$ cat src/rtl/branch_predict_ctrl_pkg.sv
// Shared encodings for the branch predictor: branch/jump type codes,
// 2-bit BHT counter states and the saturating counter update.
package branch_predict_ctrl_pkg;

    typedef enum logic [2:0] {
        BJ_NO   = 3'd0,
        BJ_J    = 3'd1,
        BJ_BEQ  = 3'd2,
        BJ_BNE  = 3'd3,
        BJ_BLT  = 3'd4,
        BJ_BGE  = 3'd5,
        BJ_BLTU = 3'd6,
        BJ_BGEU = 3'd7
    } bj_type_e;

    typedef enum logic [1:0] {
        SNT = 2'd0,
        WNT = 2'd1,
        WT  = 2'd2,
        ST  = 2'd3
    } bht_ctr_e;

    localparam bht_ctr_e BHT_RESET = WNT;

    function automatic logic is_cond_branch(input logic [2:0] bj);
        return (bj != BJ_NO) && (bj != BJ_J);
    endfunction

    function automatic logic [1:0] bht_sat_update(input logic [1:0] ctr, input logic taken);
        logic [1:0] res;
        res = ctr;
        if (taken && ctr != ST) begin
            res = ctr + 2'd1;
        end else if (!taken && ctr != SNT) begin
            res = ctr - 2'd1;
        end
        return res;
    endfunction

endpackage

$ cat src/rtl/branch_predict_ctrl_bht.sv
// Bimodal branch history table: 2^IDX_BITS two-bit saturating counters,
// asynchronous clear, one combinational read port and one update port.
module branch_predict_ctrl_bht
    import branch_predict_ctrl_pkg::*;
#(
    parameter int IDX_BITS = 6
) (
    input  logic                clk_i,
    input  logic                rst_ni,
    input  logic [IDX_BITS-1:0] rd_idx_i,
    output logic [1:0]          rd_ctr_o,
    input  logic                wr_en_i,
    input  logic [IDX_BITS-1:0] wr_idx_i,
    input  logic                wr_taken_i
);

    localparam int ENTRIES = 1 << IDX_BITS;

    logic [1:0] ctr_q [ENTRIES];
    logic [1:0] ctr_d [ENTRIES];

    for (genvar gi = 0; gi < ENTRIES; gi++) begin : g_entry
        assign ctr_d[gi] = (wr_en_i && wr_idx_i == IDX_BITS'(gi))
                         ? bht_sat_update(ctr_q[gi], wr_taken_i)
                         : ctr_q[gi];
    end

    always_ff @(posedge clk_i or negedge rst_ni) begin
        if (!rst_ni) begin
            for (int i = 0; i < ENTRIES; i++) begin
                ctr_q[i] <= BHT_RESET;
            end
        end else begin
            ctr_q <= ctr_d;
        end
    end

    // Read sees the pre-update value when it hits the entry being trained.
    assign rd_ctr_o = ctr_q[rd_idx_i];

endmodule

$ cat src/rtl/branch_predict_ctrl.sv
// Branch prediction and PC-redirect control: ID-stage bimodal prediction,
// EX-stage mispredict recovery, BHT training and performance counters.
module branch_predict_ctrl
    import branch_predict_ctrl_pkg::*;
#(
    parameter int IDX_BITS = 6
) (
    input  logic        CLK,
    input  logic        RESET_N,
    input  logic        STALL,
    input  logic [2:0]  ID_BRANCH_JUMP,
    input  logic [31:0] ID_PC,
    input  logic [31:0] ID_TARGET,
    input  logic [2:0]  EX_BRANCH_JUMP,
    input  logic [31:0] EX_PC,
    input  logic [31:0] EX_TARGET,
    input  logic        EX_PRED_TAKEN,
    input  logic        EX_PC_SEL,
    output logic        ID_PRED_TAKEN,
    output logic        REDIRECT,
    output logic [31:0] REDIRECT_PC,
    output logic        FLUSH_IF_ID,
    output logic        FLUSH_ID_EX,
    output logic [31:0] BRANCH_COUNT,
    output logic [31:0] MISPREDICT_COUNT
);

    logic [1:0]  id_ctr;
    logic        ex_valid;
    logic        ex_mispredict;
    logic        bht_wr_en;
    logic [31:0] branch_cnt_q, branch_cnt_d;
    logic [31:0] mispred_cnt_q, mispred_cnt_d;

    branch_predict_ctrl_bht #(
        .IDX_BITS (IDX_BITS)
    ) u_bht (
        .clk_i      (CLK),
        .rst_ni     (RESET_N),
        .rd_idx_i   (ID_PC[IDX_BITS+1:2]),
        .rd_ctr_o   (id_ctr),
        .wr_en_i    (bht_wr_en),
        .wr_idx_i   (EX_PC[IDX_BITS+1:2]),
        .wr_taken_i (EX_PC_SEL)
    );

    assign ID_PRED_TAKEN = (ID_BRANCH_JUMP == BJ_J)
                         || (is_cond_branch(ID_BRANCH_JUMP) && id_ctr[1]);

    assign ex_valid      = (EX_BRANCH_JUMP != BJ_NO);
    assign ex_mispredict = ex_valid && (EX_PRED_TAKEN != EX_PC_SEL);
    assign bht_wr_en     = !STALL && is_cond_branch(EX_BRANCH_JUMP);

    // EX is the older instruction, so its recovery beats an ID redirect.
    always_comb begin
        REDIRECT    = 1'b0;
        REDIRECT_PC = 32'd0;
        FLUSH_IF_ID = 1'b0;
        FLUSH_ID_EX = 1'b0;
        if (ex_mispredict) begin
            REDIRECT    = 1'b1;
            REDIRECT_PC = EX_PC_SEL ? EX_TARGET : EX_PC + 32'd4;
            FLUSH_IF_ID = 1'b1;
            FLUSH_ID_EX = 1'b1;
        end else if (ID_PRED_TAKEN) begin
            REDIRECT    = 1'b1;
            REDIRECT_PC = ID_TARGET;
            FLUSH_IF_ID = 1'b1;
        end
    end

    always_comb begin
        branch_cnt_d  = branch_cnt_q;
        mispred_cnt_d = mispred_cnt_q;
        if (!STALL) begin
            if (ex_valid) begin
                branch_cnt_d = branch_cnt_q + 32'd1;
            end
            if (ex_mispredict) begin
                mispred_cnt_d = mispred_cnt_q + 32'd1;
            end
        end
    end

    always_ff @(posedge CLK or negedge RESET_N) begin
        if (!RESET_N) begin
            branch_cnt_q  <= 32'd0;
            mispred_cnt_q <= 32'd0;
        end else begin
            branch_cnt_q  <= branch_cnt_d;
            mispred_cnt_q <= mispred_cnt_d;
        end
    end

    assign BRANCH_COUNT     = branch_cnt_q;
    assign MISPREDICT_COUNT = mispred_cnt_q;

endmodule

$ cat config.mk
export PLATFORM = sky130hd
export DESIGN_NAME = branch_predict_ctrl
export DESIGN_NICKNAME = d
export VERILOG_FILES = /design/src/rtl/branch_predict_ctrl_pkg.sv /design/src/rtl/branch_predict_ctrl_bht.sv /design/src/rtl/branch_predict_ctrl.sv
export SDC_FILE = /design/constraint.sdc
export NUM_CORES = 1
export LEC_CHECK = 0
export ABC_CLOCK_PERIOD_IN_PS = 3030
export CORE_ASPECT_RATIO = 0.75
export CORE_UTILIZATION = 52
export DETAILED_ROUTE_END_ITERATION = 8
export PLACE_DENSITY = 0.8
export SLEW_MARGIN = 5
export SYNTH_ARGS = -nofsm -noshare
export SYNTH_HDL_FRONTEND = slang
export SYNTH_SLANG_ARGS = --single-unit
$ cat constraint.sdc
create_clock -name CLK -period 3.03 [get_ports CLK]
set_input_delay 0.303 -clock CLK [delete_from_list [all_inputs] [get_ports CLK]]
set_output_delay 0.303 -clock CLK [all_outputs]
set_load 0.005 [all_outputs]
==> impl_metrics.tcl, run 1 <==
set metrics [dict create \
    status "finished, violations left" \
    violations "negative setup slack" \
    io_pins 239 \
    place_inst 1807 \
    fin_util_pct 69.2 \
    ff2ff_setup_slack_ns 0.77 \
    grt_pass1_wl_mm 51.7 \
    hp-start "EX_PC_SEL" \
    ys.flop_type "dfrtp_1" \
    end_kind "primary output" \
    stdcell_count 1857 \
    drt_iter0_markers 922 \
    max-cap-violations 0 \
    period_needed_ns 3.09 \
    n_antenna_cell 0 \
    holdPathEnd "MISPREDICT_COUNT[0]$_DFFE_PN0P_" \
    h-tree-depth 4 \
    wl_per_cell_um 17.7 \
    synth_most_common_cell "o21ai_0" \
    internal_power_mw 4.52 \
    dr.pass1.iters 7 \
    start_kind "flop" \
    cts_buffer_depth 2 \
    fmax_mhz 323 \
    hold_viol 0 \
    worst_r2r_path_depth 7 \
    drc 0 \
    combPwrFrac_pct 18.8 \
    ys_warn_count 0 \
    dpl.hpwl_mm 22.7 \
    finalSetupViolCount 18 \
    skew_ns 0.0132 \
    syn_inst 1313 \
    drive_gt1_share_pct 15.2 \
    worstMarginPinSlew_ns 0.730 \
    yosys_register_bits 192 \
    ys_types 57 \
    arrival_ns 2.79 \
    clockRootBuffer "clkbuf_16" \
    design_area_mm2 0.0147 \
    synth_edf_count 0 \
    portBuffers 212 \
    p_leak_nw 5.70 \
    cts_made_buffers 17 \
    finalNetCount 1701 \
    synth.avg_cell_area_um2 8.59 \
    slew_viol_final 0 \
    clkPwrFrac_pct 34.8 \
    postPlaceCellArea_mm2 0.0139 \
    grt_overflow 0 \
    grt_use_total_pct 29.5 \
    clk_pin_slew_worst_paths_ns 0.08 \
    core_mm2 0.0212 \
    grt_max_degree 80 \
    dieArea_mm2 0.0223 \
    synth_top_cells_by_area "dfrtp_1 (28%), dfstp_2 (15%), o21ai_0 (7.9%)" \
    hold-path-cell-count 4 \
    antenna_found_initial 1 \
    min_period_over_period_pct 102 \
    first_global_vias 10300 \
    power_density_mw_per_mm2 440 \
    critPathMaxFanout 6 \
    vias 11100 \
    cts_tree "yes" \
    initial_core_util_pct 53.3 \
    fp-row-count 46 \
    ant_nets 0 \
    critPathRequiredTime_ns 2.73 \
    maxSlewHeadroom_pct 51.1 \
    die_h_um 130 \
    clkSinkCount 192 \
    sw_frac_of_total_pct 29.9 \
    switchingPower_mw 1.93 \
    syn2layout_area_growth_pct 30.0 \
    fin_tns_setup_ns -0.647 \
    synth_top_area_share_pct 28.4 \
    total_power_mw 6.45 \
    crit_type "reg -> out" \
    ys_seq_area_share_pct 43.3 \
    gp_congestion 0.912 \
    viasPerCell 5.95 \
    vdd_drop_max_uv 417 \
    rsz0062_at_grt "true" \
    synthArstFlopShare_pct 100 \
    synth_top_area_cell "dfrtp_1" \
    synth_common_cells "o21ai_0 (179), nand2_1 (152), a21oi_1 (150)" \
    chipWidth_um 172 \
    setup_ws_ns -0.0649 \
    clock_latency_ns 0.44 \
    hp-class "in -> reg" \
    syn-num-nets 1458 \
    drt_wl_total_mm 32.8 \
    netlist_area_mm2 0.0113 \
    r2r_end "BRANCH_COUNT[31]$_DFFE_PN0P_" \
    seqPwrFrac_pct 46.4 \
    r2r-start "BRANCH_COUNT[4]$_DFFE_PN0P_" \
]
[power groups by stage]
stage | clock network (mW) | registers [mW] | logic [mW]
floorplan | 0 | 3.00 | 0.493
global placement | 0 | 3.02 | 1.15
detailed placement | 0 | 3.03 | 1.18
CTS | 2.26 | 2.99 | 1.24
global route | 2.38 | 3.03 | 1.31
finish | 2.24 | 3.00 | 1.21
[stage by stage]
stage / setup WS [ns] / hold slack [ns]
after floorplan: 0.483 / 0.00741
after global placement: -0.165 / 0.378
after detailed placement: -0.220 / 0.378
after CTS: -0.0811 / 0.356
after global routing: -0.143 / 0.411
final: -0.0649 / 0.379
[worst max-delay path, stage by stage, from the launching register on]
cell and delay [ns]:
dfrtp_1 0.42, mux4_2 0.50, mux2_4 0.29, nand2_2 0.05, o211a_1 0.17, nor4_4 0.05, a211oi_4 0.24, buf_6 0.18
buf_12 0.14, buf_16 0.12, o22ai_4 0.06, buf_2 0.14
[how the worst max path moves through the flow]
stage,to,from,slack (ns),cells past startpoint
after floorplan,REDIRECT,ID_PC[4],0.48,10
after global placement,REDIRECT_PC[15],ID_PC[5],-0.17,11
after detailed placement,REDIRECT_PC[10],ID_PC[5],-0.22,11
after CTS,REDIRECT_PC[26],u_bht.ctr_q[3]$_DFFE_PN0P_,-0.08,12
after global routing,REDIRECT_PC[28],u_bht.ctr_q[3]$_DFFE_PN0P_,-0.14,11
final,REDIRECT_PC[28],u_bht.ctr_q[3]$_DFFE_PN0P_,-0.06,11
[metal layers]
layer / GRT usage (%) / share of wire (%) / vias up / wire (um)
li1: - / - / 5215 / -
met2: 46.6 / 47 / 402 / 15500
met5: 0 / 0 / - / 0
met3: 6.05 / 6.6 / 63 / 2170
met1: 40.4 / 44 / 5378 / 14400
met4: 10.1 / 2.4 / 0 / 780
[registers in the layout (all words and copies together), names as in the netlist]
register / flops
BRANCH_COUNT: 32
MISPREDICT_COUNT: 32
u_bht.ctr_q: 128
[layout by cell type (no fill, tap or decap), types with 8 or more instances in the layout]
cell type,Yosys,layout
o31ai_1,42,42
buf_2,1,30
o22ai_2,0,8
o22ai_1,38,29
dfrtp_1,128,128
nor3_1,12,12
nor2_1,139,138
nor3b_1,12,12
a21oi_1,150,150
clkdlybuf4s50_1,0,174
inv_1,16,14
xnor2_1,63,63
nand3_1,38,38
xor2_1,27,27
nand3b_1,38,38
nand2_1,152,150
clkbuf_16,0,17
nand4_1,14,14
mux2i_1,35,35
dfstp_2,64,64
buf_4,1,60
o21ai_0,179,179
and3_1,27,27
[final cells by class]
cell class / instances / area (um2)
fillers: 1618 / 6520
multi-input cells: 1045 / 6160
flip-flops and latches: 192 / 4880
repair buffers: 284 / 2610
clock buffers: 17 / 425
well taps: 288 / 360
clock inverters: 15 / 169
inverters: 16 / 62.6
[cells by family (layout without fill, tap and decap cells)]
group / count (synthesis) / after routing / synth area share [%]
adders and majority gates: 6 / 6 / 0.665
buffers and inverters: 76 / 332 / 2.97
AOI/OAI and AO/OA: 441 / 441 / 21.8
muxes: 42 / 42 / 4.30
and+or+nand+nor: 466 / 466 / 20.0
xor gates and xnor gates: 90 / 90 / 6.99
DFF: 192 / 192 / 43.3
[timing repair]
item	CTS	global route
hold buffers	1	0
hold endpoints to repair	62	0
pin swaps	9	2
gates cloned	4	0
resized for setup	155	11
setup buffers	15	1
endpoints found under the setup margin	35	35
(Power assumes the default switching activity.)
==> run 2, diff against run 1 <==
CTS_CLUSTER_DIAMETER = 150   (was not set)
==> results of run 2 <==
Final layout, timing and power as in run 1 (identical DEF).
==> run 3, diff against run 2 <==
CORE_UTILIZATION = 53   (was 52)
SYNTH_HIERARCHICAL = 1   (was not set)
==> run 3 against run 2 <==
Against the previous run:
- the run still ends with negative setup slack left
- hold slack improved by 0.0072 ns
- cell area increased by 6.4%
- global-route usage increased by 2.8 points
- power increased by 3.9%
- utilization increased by 3.4 points
- routed wire length increased by 13%
- sequential share of layout area decreased by 2.0 points
- setup slack got worse by 0.28 ns
- area after synthesis increased by 4.7%
- flip-flop and latch count unchanged
- non-clock buffer count increased by 60
- highest routed layer unchanged
==> impl_metrics.tcl, run 3 <==
set metrics [dict create \
    status "finished, violations left" \
    violations "negative setup slack" \
    layout_common_cells "nor2_1 (230), clkdlybuf4s50_1 (173), a21oi_1 (128)" \
    dr.pass1.iters 6 \
    critPathRequiredTime_ns 2.73 \
    h-tree-depth 4 \
    holdWs_ns 0.386 \
    min_period_over_period_pct 111 \
    maxSlewHeadroom_pct 48.7 \
    slew_viol_final 0 \
    netlist_area_mm2 0.0118 \
    rsz0062_at_grt "true" \
    syn2layout_area_growth_pct 32.1 \
    finalNetCount 1752 \
    start_kind "flop" \
    drt_wl_total_mm 37.0 \
    grt_max_degree 89 \
    wl_per_cell_um 19.3 \
    cts_made_buffers 17 \
    hp-start "EX_PC_SEL" \
    worstMarginPinSlew_ns 0.770 \
    viasPerCell 6.16 \
    end_kind "primary output" \
    drt_iter0_markers 1345 \
    r2r-start "BRANCH_COUNT[3]$_DFFE_PN0P_" \
    r2r_end "BRANCH_COUNT[27]$_DFFE_PN0P_" \
    syn_inst 1309 \
    drive_gt1_share_pct 22.2 \
    gp_congestion 0.886 \
    top_register "u_bht/ctr_q" \
    cts_buffer_depth 2 \
    holdPathEnd "u_bht/ctr_q[10]$_DFFE_PN1P_" \
    postPlaceCellArea_mm2 0.0148 \
    cts_tree "yes" \
    syn-num-nets 1451 \
    hold_viol 0 \
    design_area_mm2 0.0156 \
    first_global_vias 11100 \
    fmax_mhz 296 \
    portBuffers 212 \
    antenna_found_initial 1 \
    initial_core_util_pct 55.0 \
    worst_r2r_path_depth 6 \
    grt_pass1_wl_mm 58.9 \
    vdd_drop_max_uv 440 \
    die_h_um 131 \
    period_needed_ns 3.38 \
    dpl.hpwl_mm 24.9 \
    setup_ws_ns -0.345 \
    arrival_ns 3.07 \
    clkSinkCount 192 \
    crit_type "reg -> out" \
    hold-path-cell-count 4 \
    largest_reg_flops 128 \
    drc 0 \
    clockRootBuffer "clkbuf_16" \
    finalSetupViolCount 35 \
    chipWidth_um 174 \
    hp-class "in -> reg" \
    grt_overflow 0 \
    dieArea_mm2 0.0229 \
    fp-row-count 46 \
    p_leak_nw 5.85 \
    skew_ns 0.0110 \
    final_common_cell "nor2_1" \
    grt_use_total_pct 32.3 \
    total_power_mw 6.70 \
    max-cap-violations 0 \
    ff2ff_setup_slack_ns 1.09 \
    ant_nets 0 \
    critPathMaxFanout 5 \
    synth.avg_cell_area_um2 9.02 \
    ys_warn_count 6 \
    power_density_mw_per_mm2 430 \
    io_pins 239 \
    clk_pin_slew_worst_paths_ns 0.08 \
    clock_latency_ns 0.44 \
    vias 11800 \
    core_mm2 0.0215 \
]
==> run 3: layout make-up <==
type | count | area (um2)
repair buffers | 344 | 3120
clock buffers | 17 | 425
inverters | 11 | 41.3
fillers | 1525 | 5870
multi-input cells | 1044 | 6580
diodes | 2 | 5.00
well taps | 288 | 360
clock inverters | 15 | 183
flip-flops and latches | 192 | 4890
==> run 3: report_power, final <==
group / total [mW] / internal, mW / switching [mW]
combinational: 1.32 / 0.697 / 0.628
clock: 2.29 / 1.13 / 1.16
sequential: 3.09 / 2.83 / 0.263
total: 6.70 / 4.65 / 2.05
==> run 3: critical path, stage by stage (launching register included) <==
cell,delay [ns]
dfrtp_1,0.47
mux4_2,0.51
a22oi_2,0.22
a21o_1,0.14
a21oi_1,0.06
a211o_1,0.30
mux2i_4,0.20
buf_12,0.15
buf_8,0.12
nor2_4,0.06
a32oi_1,0.17
o21ai_1,0.09
buf_2,0.14
==> run 3: repair_timing <==
item / in CTS / in global routing
hold endpoints to repair: 51 / 0
pin swaps: 40 / 21
resized for setup: 156 / 13
cloned: 5 / 0
hold buffers: 1 / 0
buffers inserted: 11 / 1
endpoints found under the setup margin: 35 / 35
==> run 3: how the worst max path moves through the flow <==
stage,depth (start not counted),start,slack (ns),to
2_1_floorplan,12,ID_PC[3],0.24,REDIRECT_PC[25]
3_3_place_gp,11,ID_PC[3],-0.88,REDIRECT_PC[7]
3_5_place_dp,12,ID_PC[3],-1.07,REDIRECT_PC[12]
4_1_cts,12,u_bht/ctr_q[57]$_DFFE_PN0P_,-0.33,REDIRECT_PC[27]
5_1_grt,12,u_bht/ctr_q[57]$_DFFE_PN0P_,-0.42,REDIRECT_PC[13]
6_report,12,u_bht/ctr_q[93]$_DFFE_PN0P_,-0.35,REDIRECT_PC[26]
==> run 3: layer usage <==
layer	wire length [um]	part of all wire [%]	track usage [%]
met5	0	0	0
met4	758	2.1	8.67
met3	3340	9.0	7.20
met2	17500	47	51.6
met1	15400	42	44.2
==> run 3: stage by stage <==
step                      util (%)  worst slack, ns  TNS [ns]  std cells
after floorplan                  -            0.241         0       1309
after global placement        69.1           -0.876    -27.47       1861
after detailed placement      69.1            -1.07    -32.94       1861
after CTS                     72.4           -0.327     -9.24       1910
after global routing          72.6           -0.418    -11.64       1911
final                         72.7           -0.345     -9.75       1913
